[src/rtl/fifo_uart_tx_if.sv]
// FIFO read-port bundle between the byte FIFO and its UART transmit consumer.
interface fifo_uart_tx_if #(
    parameter int unsigned DATA_WIDTH = 8
) ();
    logic                  fifo_empty;
    logic [DATA_WIDTH-1:0] rd_data;
    logic                  rd_enb;

    modport master (output rd_enb, input fifo_empty, input rd_data);
    modport slave  (input rd_enb, output fifo_empty, output rd_data);
endinterface

[src/rtl/fifo_uart_tx.sv]
// UART transmit back-end: pops bytes from the FIFO read port and serialises
// them as start / LSB-first data / optional parity / stop bit(s).
module fifo_uart_tx #(
    parameter int unsigned CLKS_PER_BIT = 16,
    parameter int unsigned DATA_WIDTH   = 8,
    parameter int unsigned PARITY_EN    = 0,
    parameter int unsigned PARITY_ODD   = 0,
    parameter int unsigned STOP_BITS    = 1
) (
    input  logic           clk,
    input  logic           rst_n,
    input  logic           tx_en,
    fifo_uart_tx_if.master fifo,
    output logic           tx,
    output logic           tx_busy,
    output logic           byte_done,
    output logic [15:0]    frame_count
);

    localparam int unsigned CNT_W = (CLKS_PER_BIT > 2) ? $clog2(CLKS_PER_BIT) : 1;
    localparam int unsigned BIT_W = (DATA_WIDTH > 2) ? $clog2(DATA_WIDTH) : 1;

    typedef enum logic [2:0] {
        IDLE,
        FETCH,
        LOAD,
        START,
        DATA,
        PARITY,
        STOP
    } state_t;

    state_t                state_q, state_d;
    logic [CNT_W-1:0]      cnt_q, cnt_d, cnt_inc;
    logic [BIT_W-1:0]      bit_q, bit_d;
    logic [DATA_WIDTH-1:0] shreg_q, shreg_d;
    logic                  par_q, par_d;
    logic                  tx_q, tx_d;
    logic                  rd_enb_q, rd_enb_d;
    logic                  busy_q, busy_d;
    logic                  done_q, done_d;
    logic [15:0]           fc_q, fc_d;
    logic                  bit_end;

    // State and all registered outputs
    always_ff @(posedge clk) begin
        if (!rst_n) begin
            state_q  <= IDLE;
            cnt_q    <= '0;
            bit_q    <= '0;
            shreg_q  <= '0;
            par_q    <= 1'b0;
            tx_q     <= 1'b1;
            rd_enb_q <= 1'b0;
            busy_q   <= 1'b0;
            done_q   <= 1'b0;
            fc_q     <= '0;
        end else begin
            state_q  <= state_d;
            cnt_q    <= cnt_d;
            bit_q    <= bit_d;
            shreg_q  <= shreg_d;
            par_q    <= par_d;
            tx_q     <= tx_d;
            rd_enb_q <= rd_enb_d;
            busy_q   <= busy_d;
            done_q   <= done_d;
            fc_q     <= fc_d;
        end
    end

    // Next-state and next-output logic; tx is set one edge ahead of each bit
    always_comb begin
        state_d  = state_q;
        cnt_d    = cnt_q;
        bit_d    = bit_q;
        shreg_d  = shreg_q;
        par_d    = par_q;
        tx_d     = tx_q;
        rd_enb_d = 1'b0;
        done_d   = 1'b0;
        fc_d     = fc_q;
        bit_end  = (cnt_q == CNT_W'(CLKS_PER_BIT - 1));
        cnt_inc  = bit_end ? '0 : cnt_q + CNT_W'(1);

        case (state_q)
            IDLE: begin
                tx_d = 1'b1;
                if (tx_en && !fifo.fifo_empty) begin
                    rd_enb_d = 1'b1;
                    state_d  = FETCH;
                end
            end
            FETCH: state_d = LOAD;
            LOAD: begin
                shreg_d = fifo.rd_data;
                par_d   = (^fifo.rd_data) ^ (PARITY_ODD != 0);
                tx_d    = 1'b0;
                cnt_d   = '0;
                bit_d   = '0;
                state_d = START;
            end
            START: begin
                cnt_d = cnt_inc;
                if (bit_end) begin
                    tx_d    = shreg_q[0];
                    state_d = DATA;
                end
            end
            DATA: begin
                cnt_d = cnt_inc;
                if (bit_end) begin
                    if (bit_q == BIT_W'(DATA_WIDTH - 1)) begin
                        bit_d = '0;
                        if (PARITY_EN != 0) begin
                            tx_d    = par_q;
                            state_d = PARITY;
                        end else begin
                            tx_d    = 1'b1;
                            state_d = STOP;
                        end
                    end else begin
                        bit_d   = bit_q + BIT_W'(1);
                        shreg_d = shreg_q >> 1;
                        tx_d    = shreg_d[0];
                    end
                end
            end
            PARITY: begin
                cnt_d = cnt_inc;
                if (bit_end) begin
                    tx_d    = 1'b1;
                    state_d = STOP;
                end
            end
            STOP: begin
                cnt_d = cnt_inc;
                if (bit_end) begin
                    if (bit_q == BIT_W'(STOP_BITS - 1)) begin
                        bit_d   = '0;
                        done_d  = 1'b1;
                        fc_d    = fc_q + 16'd1;
                        state_d = IDLE;
                    end else begin
                        bit_d = bit_q + BIT_W'(1);
                    end
                end
            end
            default: begin
                tx_d    = 1'b1;
                state_d = IDLE;
            end
        endcase

        busy_d = (state_d != IDLE);
    end

    assign fifo.rd_enb = rd_enb_q;
    assign tx          = tx_q;
    assign tx_busy     = busy_q;
    assign byte_done   = done_q;
    assign frame_count = fc_q;

endmodule

[src/flat_wrapper.sv]
// flat-port wrapper written by rule: the top's interface ports become plain ports
module fifo_uart_tx_flat 
#(
    parameter int unsigned CLKS_PER_BIT = 16,
    parameter int unsigned DATA_WIDTH   = 8,
    parameter int unsigned PARITY_EN    = 0,
    parameter int unsigned PARITY_ODD   = 0,
    parameter int unsigned STOP_BITS    = 1
)
  (clk, rst_n, tx_en, tx, tx_busy, byte_done, frame_count, fifo_rd_enb, fifo_fifo_empty, fifo_rd_data);
  fifo_uart_tx_if #(.DATA_WIDTH(DATA_WIDTH)) fifo_i ();
  input  logic clk;
  input  logic rst_n;
  input  logic tx_en;
  output logic tx;
  output logic tx_busy;
  output logic byte_done;
  output logic [15:0] frame_count;
  output wire logic [$bits(fifo_i.rd_enb)-1:0] fifo_rd_enb;
  input wire logic [$bits(fifo_i.fifo_empty)-1:0] fifo_fifo_empty;
  input wire logic [$bits(fifo_i.rd_data)-1:0] fifo_rd_data;
  assign fifo_rd_enb = fifo_i.rd_enb;
  assign fifo_i.fifo_empty = fifo_fifo_empty;
  assign fifo_i.rd_data = fifo_rd_data;
  fifo_uart_tx #(.CLKS_PER_BIT(CLKS_PER_BIT), .DATA_WIDTH(DATA_WIDTH), .PARITY_EN(PARITY_EN), .PARITY_ODD(PARITY_ODD), .STOP_BITS(STOP_BITS)) u_core (.clk(clk), .rst_n(rst_n), .tx_en(tx_en), .fifo(fifo_i), .tx(tx), .tx_busy(tx_busy), .byte_done(byte_done), .frame_count(frame_count));
endmodule
[config.mk]
export PLATFORM = sky130hd
export DESIGN_NAME = fifo_uart_tx_flat
export DESIGN_NICKNAME = d
export VERILOG_FILES = /design/src/rtl/fifo_uart_tx_if.sv /design/src/rtl/fifo_uart_tx.sv /design/src/flat_wrapper.sv
export SDC_FILE = /design/constraint.sdc
export NUM_CORES = 1
export LEC_CHECK = 0
export ABC_AREA = 1
export ABC_CLOCK_PERIOD_IN_PS = 4600
export BUFFER_PORTS_ARGS = -buffer_cell sky130_fd_sc_hd__buf_4
export CAP_MARGIN = 20
export CORE_MARGIN = 2
export CORE_UTILIZATION = 59
export DETAILED_ROUTE_END_ITERATION = 7
export PLACE_DENSITY = 0.93
export SLEW_MARGIN = 20
export SYNTH_ARGS = -nofsm -noshare
export SYNTH_HDL_FRONTEND = slang
export SYNTH_SLANG_ARGS = --single-unit
[constraint.sdc]
create_clock -name clk -period 4.6 [get_ports clk]
set_clock_uncertainty 0.2 [all_clocks]
set_input_delay 0.46 -clock clk [delete_from_list [all_inputs] [get_ports clk]]
set_output_delay 0.46 -clock clk [all_outputs]
set_load 0.05 [all_outputs]
Word-level counts from Yosys, hierarchy flattened
Index checks and enable logic that the tools add are counted.

Output and inout bits: 20. Bits in registers: 38. Bits of input ports: 12.

Bitwise gates (word level): 1. Reduce and logical (&&, ||, !) cells: 16. Equality and inequality tests: 13. Add/sub/neg operators: 3. Muxes and demuxes: 25.

Operator list (count): $mux 3 (11); $pmux 3 s7 (1); $add 16x1->16 const B (1); $mux 8 (2); $pmux 8 s2 (1); $eq 3x3->1 const B (4); $reduce_and 3->1 (4); $pmux 3 s3 (1); $ne 2x1->1 const B (4); $pmux 4 s2 (1); $eq 3x2->1 const B (2); $logic_not 3->1 (2); $mux 1 (6); $reduce_bool 3->1 (2); $pmux 1 s5 (1); $add 4x1->4 const B (1); $eq 4x4->1 const B (1); $mux 4 (1); $reduce_and 4->1 (1); $reduce_bool 2->1 (2); $reduce_or 4->1 (1); $add 3x1->3 const B (1); $eq 3x1->1 const B (1); $ne 2x2->1 const B (1); other kinds (5) (5).

Logic depth before layout (Yosys ltp)
Word-level depth: 5. Depth in mapped cells: 11. Mapped depth without buffers: 11.

Least setup slack after synthesis
No wires, ideal clock.

Path type: reg-to-reg. From: register u_core.fc_q[0], in the netlist u_core.frame_count[0]. To: register u_core.fc_q[12], in the netlist u_core.frame_count[12]. Path buffers: 0. Arrival time: 1567 ps. Clock period less this slack: 1881 ps. Setup slack: 2719 ps. Stages on the path, launching flop included: 9. Required time: 4286 ps. Library setup time: 114 ps. Path through: dfxtp_1 > ha_1 > nand3_1 > nor2_1 > nand2_1 > nor2_1 > nand2_1 > nand2_1 > nor2_1.

Longest elaborated chain between the ends: 1.

RTL lines: start: declaration (line fifo_uart_tx.sv:42) `logic [15:0] fc_q, fc_d;`; start signal: assignment (line fifo_uart_tx.sv:57) `fc_q <= '0;`; start signal: assignment (line fifo_uart_tx.sv:68) `fc_q <= fc_d;`; $add 16x1->16 (line fifo_uart_tx.sv:142) `fc_d = fc_q + 16'd1;`.

No other way between the ends. A chain may end at the register's enable or synchronous reset.

Final worst setup path
From: register u_core.cnt_q[0]. To: register u_core.fc_q[7], in the netlist u_core.frame_count[7].

Longest elaborated chain between the ends: 2.

RTL lines: start: declaration (line fifo_uart_tx.sv:34) `logic [CNT_W-1:0] cnt_q, cnt_d, cnt_inc;`; start signal: assignment (line fifo_uart_tx.sv:60) `cnt_q <= cnt_d;`; $eq 4x4->1 (line fifo_uart_tx.sv:83) `bit_end = (cnt_q == CNT_W'(CLKS_PER_BIT - 1));`; $reduce_and 3->1 (no line).

No other way between the ends.

==> results.sh <==
export IMPL_core_area_um2=3340
export IMPL_grt_pass1_wl_um=7530
export IMPL_slew_viol_final=0
export IMPL_crit_type="flop to flop"
export IMPL_overflow=0
export IMPL_power_switching_share_pct=26.5
export IMPL_period_minus_slack_ns=1.88
export IMPL_final_cells=377
export IMPL_synthDistinctLibCells=33
export IMPL_synth_edff_count=0
export IMPL_grt_use_total_pct=23.5
export IMPL_start_util_pct=61.0
export IMPL_grt_max_degree=29
export IMPL_multi_input_area_um2=1070
export IMPL_worst_slew_pin_slew_ns=0.381
export IMPL_clkSlewWorstSetupHoldPaths_ns=0.11
export IMPL_fp_dieW_um=62.7
export IMPL_numCtsBuffers=5
export IMPL_intPower_w=0.000435
export IMPL_drt_wirelength_per_cell_um=11.0
export IMPL_synth_cells=300
export IMPL_rsz0062_at_grt="no"
export IMPL_grt_antenna_before_repair=0
export IMPL_ys_warn_count=0
export IMPL_slew_headroom_pct=74.6
export IMPL_end_kind="flop"
export IMPL_via_per_inst=5.18
export IMPL_cts_path_max_buffers=2
export IMPL_pwr_share_clk_pct=29.2
export IMPL_antenna_left=0
export IMPL_drc_errors=0
export IMPL_holdPathStages=4
export IMPL_grt_pass1_vias=1773
export IMPL_max_freq_ghz=0.533
export IMPL_area_growth_pct=15.0
export IMPL_worstPathArrival_ns=1.92
export IMPL_rows=21
export IMPL_place_congestion=0.874
export IMPL_antenna_cells=0
export IMPL_cts_tree="yes"
export IMPL_cts_sinks=38
export IMPL_synthArstFlopShare_pct=0
export IMPL_io_pin_count=32
export IMPL_p_per_area_nw_per_um2=253
export IMPL_die_area_um2=3940
export IMPL_cts_resized=0
export IMPL_required_ns=4.64
export IMPL_clk_latency_ns=0.34
export IMPL_final_nets=349
export IMPL_power_frac_seq_pct=59.0
export IMPL_ir_drop_uv=202
export IMPL_dp_hpwl_um=3110
export IMPL_status="finished clean"
export IMPL_hold_violations=0
export IMPL_seq_area_frac_synth_pct=37.4
export IMPL_maxCapViolations=0
export IMPL_numPlacedInstances=371
export IMPL_period_share_pct=40.8
export IMPL_synth_nets=317
export IMPL_ys_flop_type="dfxtp_1"
export IMPL_crit_path_start_kind="flop"
export IMPL_p_sw_w=0.000157
export IMPL_reg2reg_depth=8
export IMPL_vias=1954
export IMPL_ff_latch_area_um2=761
export IMPL_syn_avg_cell_area_um2=6.79
export IMPL_drt_first_pass_iters=4
export IMPL_hold_path_class="input pin to flop"
export IMPL_drt_iter0_drc=117
export IMPL_path_max_fanout=9
export IMPL_setup_viol=0
export IMPL_htree_num_levels=2
export IMPL_syn_cell_area_um2=2040
export IMPL_ctsHoldBuffers=0
export IMPL_drive_above_1_share_pct=16.6
export IMPL_leakagePower_nw=1.11
export IMPL_fillers=289
export IMPL_cts_setup_buffers=0
export IMPL_ys_ff_latch=38
export IMPL_final_setup_tns_ns=0
export IMPL_chipHeight_um=62.7
export IMPL_wl_um=4130
export IMPL_io_buffers=31
export IMPL_cts_root_buf="clkbuf_4"
export IMPL_pwr_share_comb_pct=11.8
layout make-up:
type                       instances  area share [%]
tap                               46            2.46
multi-input combinational        210            45.5
timing repair buffer              31            9.94
clock buffer                       6            2.19
sequential                        38            32.5
inverter                          46            7.38
synthesized netlist by cell type (2+ instances only):
cell type	instances	area [µm²]
o21ai_0	18	90.1
nand2_2	3	18.8
nor2_2	3	18.8
a21oi_1	17	85.1
nor2_4	3	33.8
nor3_1	4	20.0
xor2_1	3	26.3
buf_2	2	10.0
nor2_1	43	161
inv_1	42	158
nand4_1	8	50.1
nand2_1	67	251
o211ai_1	3	22.5
inv_2	3	11.3
ha_1	5	62.6
o21ai_1	6	30.0
dfxtp_1	38	761
nand3_1	15	75.1
and3_1	2	12.5
xnor2_1	2	17.5
kinds of logic (layout without fill, tap and decap cells):
| group | Yosys count | after routing | synth area share (%) |
|---|---|---|---|
| flops | 38 | 38 | 37.4 |
| compound gates | 48 | 48 | 12.7 |
| buf+inv | 52 | 83 | 10.3 |
| fa+ha+maj | 5 | 5 | 3.07 |
| simple gates | 152 | 152 | 34.4 |
| xor+xnor | 5 | 5 | 2.15 |
stage by stage:
step	utilization [%]	power (W)	cell area [µm²]	hold WS (ns)	setup WS [ns]
floorplan	-	0.000408	2040	0.224	2.72
global placement	68.6	0.000424	2290	0.237	2.85
detailed placement	68.6	0.000426	2290	0.245	2.75
CTS	70.2	0.000592	2340	0.192	2.73
global route	70.2	0.000624	2340	0.193	2.55
finish	70.2	0.000592	2340	0.196	2.72
layer usage:
metal | routed length, µm | up-vias | part of all wire [%] | track usage, %
met5 | 0 | - | 0 | 0
met1 | 1890 | 883 | 46 | 29.4
met2 | 1980 | 48 | 48 | 39.9
met4 | 45 | 0 | 1.1 | 7.22
met3 | 211 | 6 | 5.1 | 5.77
li1 | - | 1017 | - | -
final timing paths:
check                                        from                    end  slack [ns]
worst max-delay path              u_core.cnt_q[0]  u_core.frame_count[7]        2.72
worst min-delay path              fifo_fifo_empty     u_core.fifo.rd_enb        0.20
worst max register to register    u_core.cnt_q[0]  u_core.frame_count[7]        2.72
worst min register to register  u_core.shreg_q[2]      u_core.shreg_q[2]        0.26
layout by cell type (no fill, tap or decap), types with 2 or more instances in the layout:
cell type,synthesis,final
nand3_1,15,15
nor2_1,43,43
buf_4,1,31
dfxtp_1,38,38
nand2_1,67,67
nor2_4,3,3
o21ai_1,6,6
o211ai_1,3,3
xor2_1,3,3
inv_2,3,3
clkbuf_4,0,5
a21oi_1,17,17
ha_1,5,5
nor3_1,4,4
nand2_2,3,3
xnor2_1,2,2
nand4_1,8,8
nor2_2,3,3
o21ai_0,18,18
and3_1,2,2
inv_1,42,42
registers in the layout (all words and copies together), names as in the netlist:
signal and count:
u_core.frame_count 16, u_core.tx_busy 1, u_core.state_q 3, u_core.cnt_q 4
u_core.tx 1, u_core.byte_done 1, u_core.fifo.rd_enb 1, u_core.bit_q 3
u_core.shreg_q 8
critical path, cell delays in order, from the launching register on:
cell and delay, ns:
dfxtp_1 0.41, ha_1 0.23, nand3_2 0.19, nor2_2 0.20
nand2_4 0.14, nor2_8 0.15, nand2_1 0.08, o21ai_1 0.13
nor2_1 0.05
power by group through the flow:
stage	clock, W	sequential (W)	combinational, W
final	0.000173	0.000349	0.0000696
after global routing	0.000194	0.000351	0.0000784
after CTS	0.000173	0.000349	0.0000694
after detailed placement	0	0.000357	0.0000692
after global placement	0	0.000356	0.0000677
after floorplan	0	0.000364	0.0000447
Note: power is estimated with default switching activity, not from simulation.
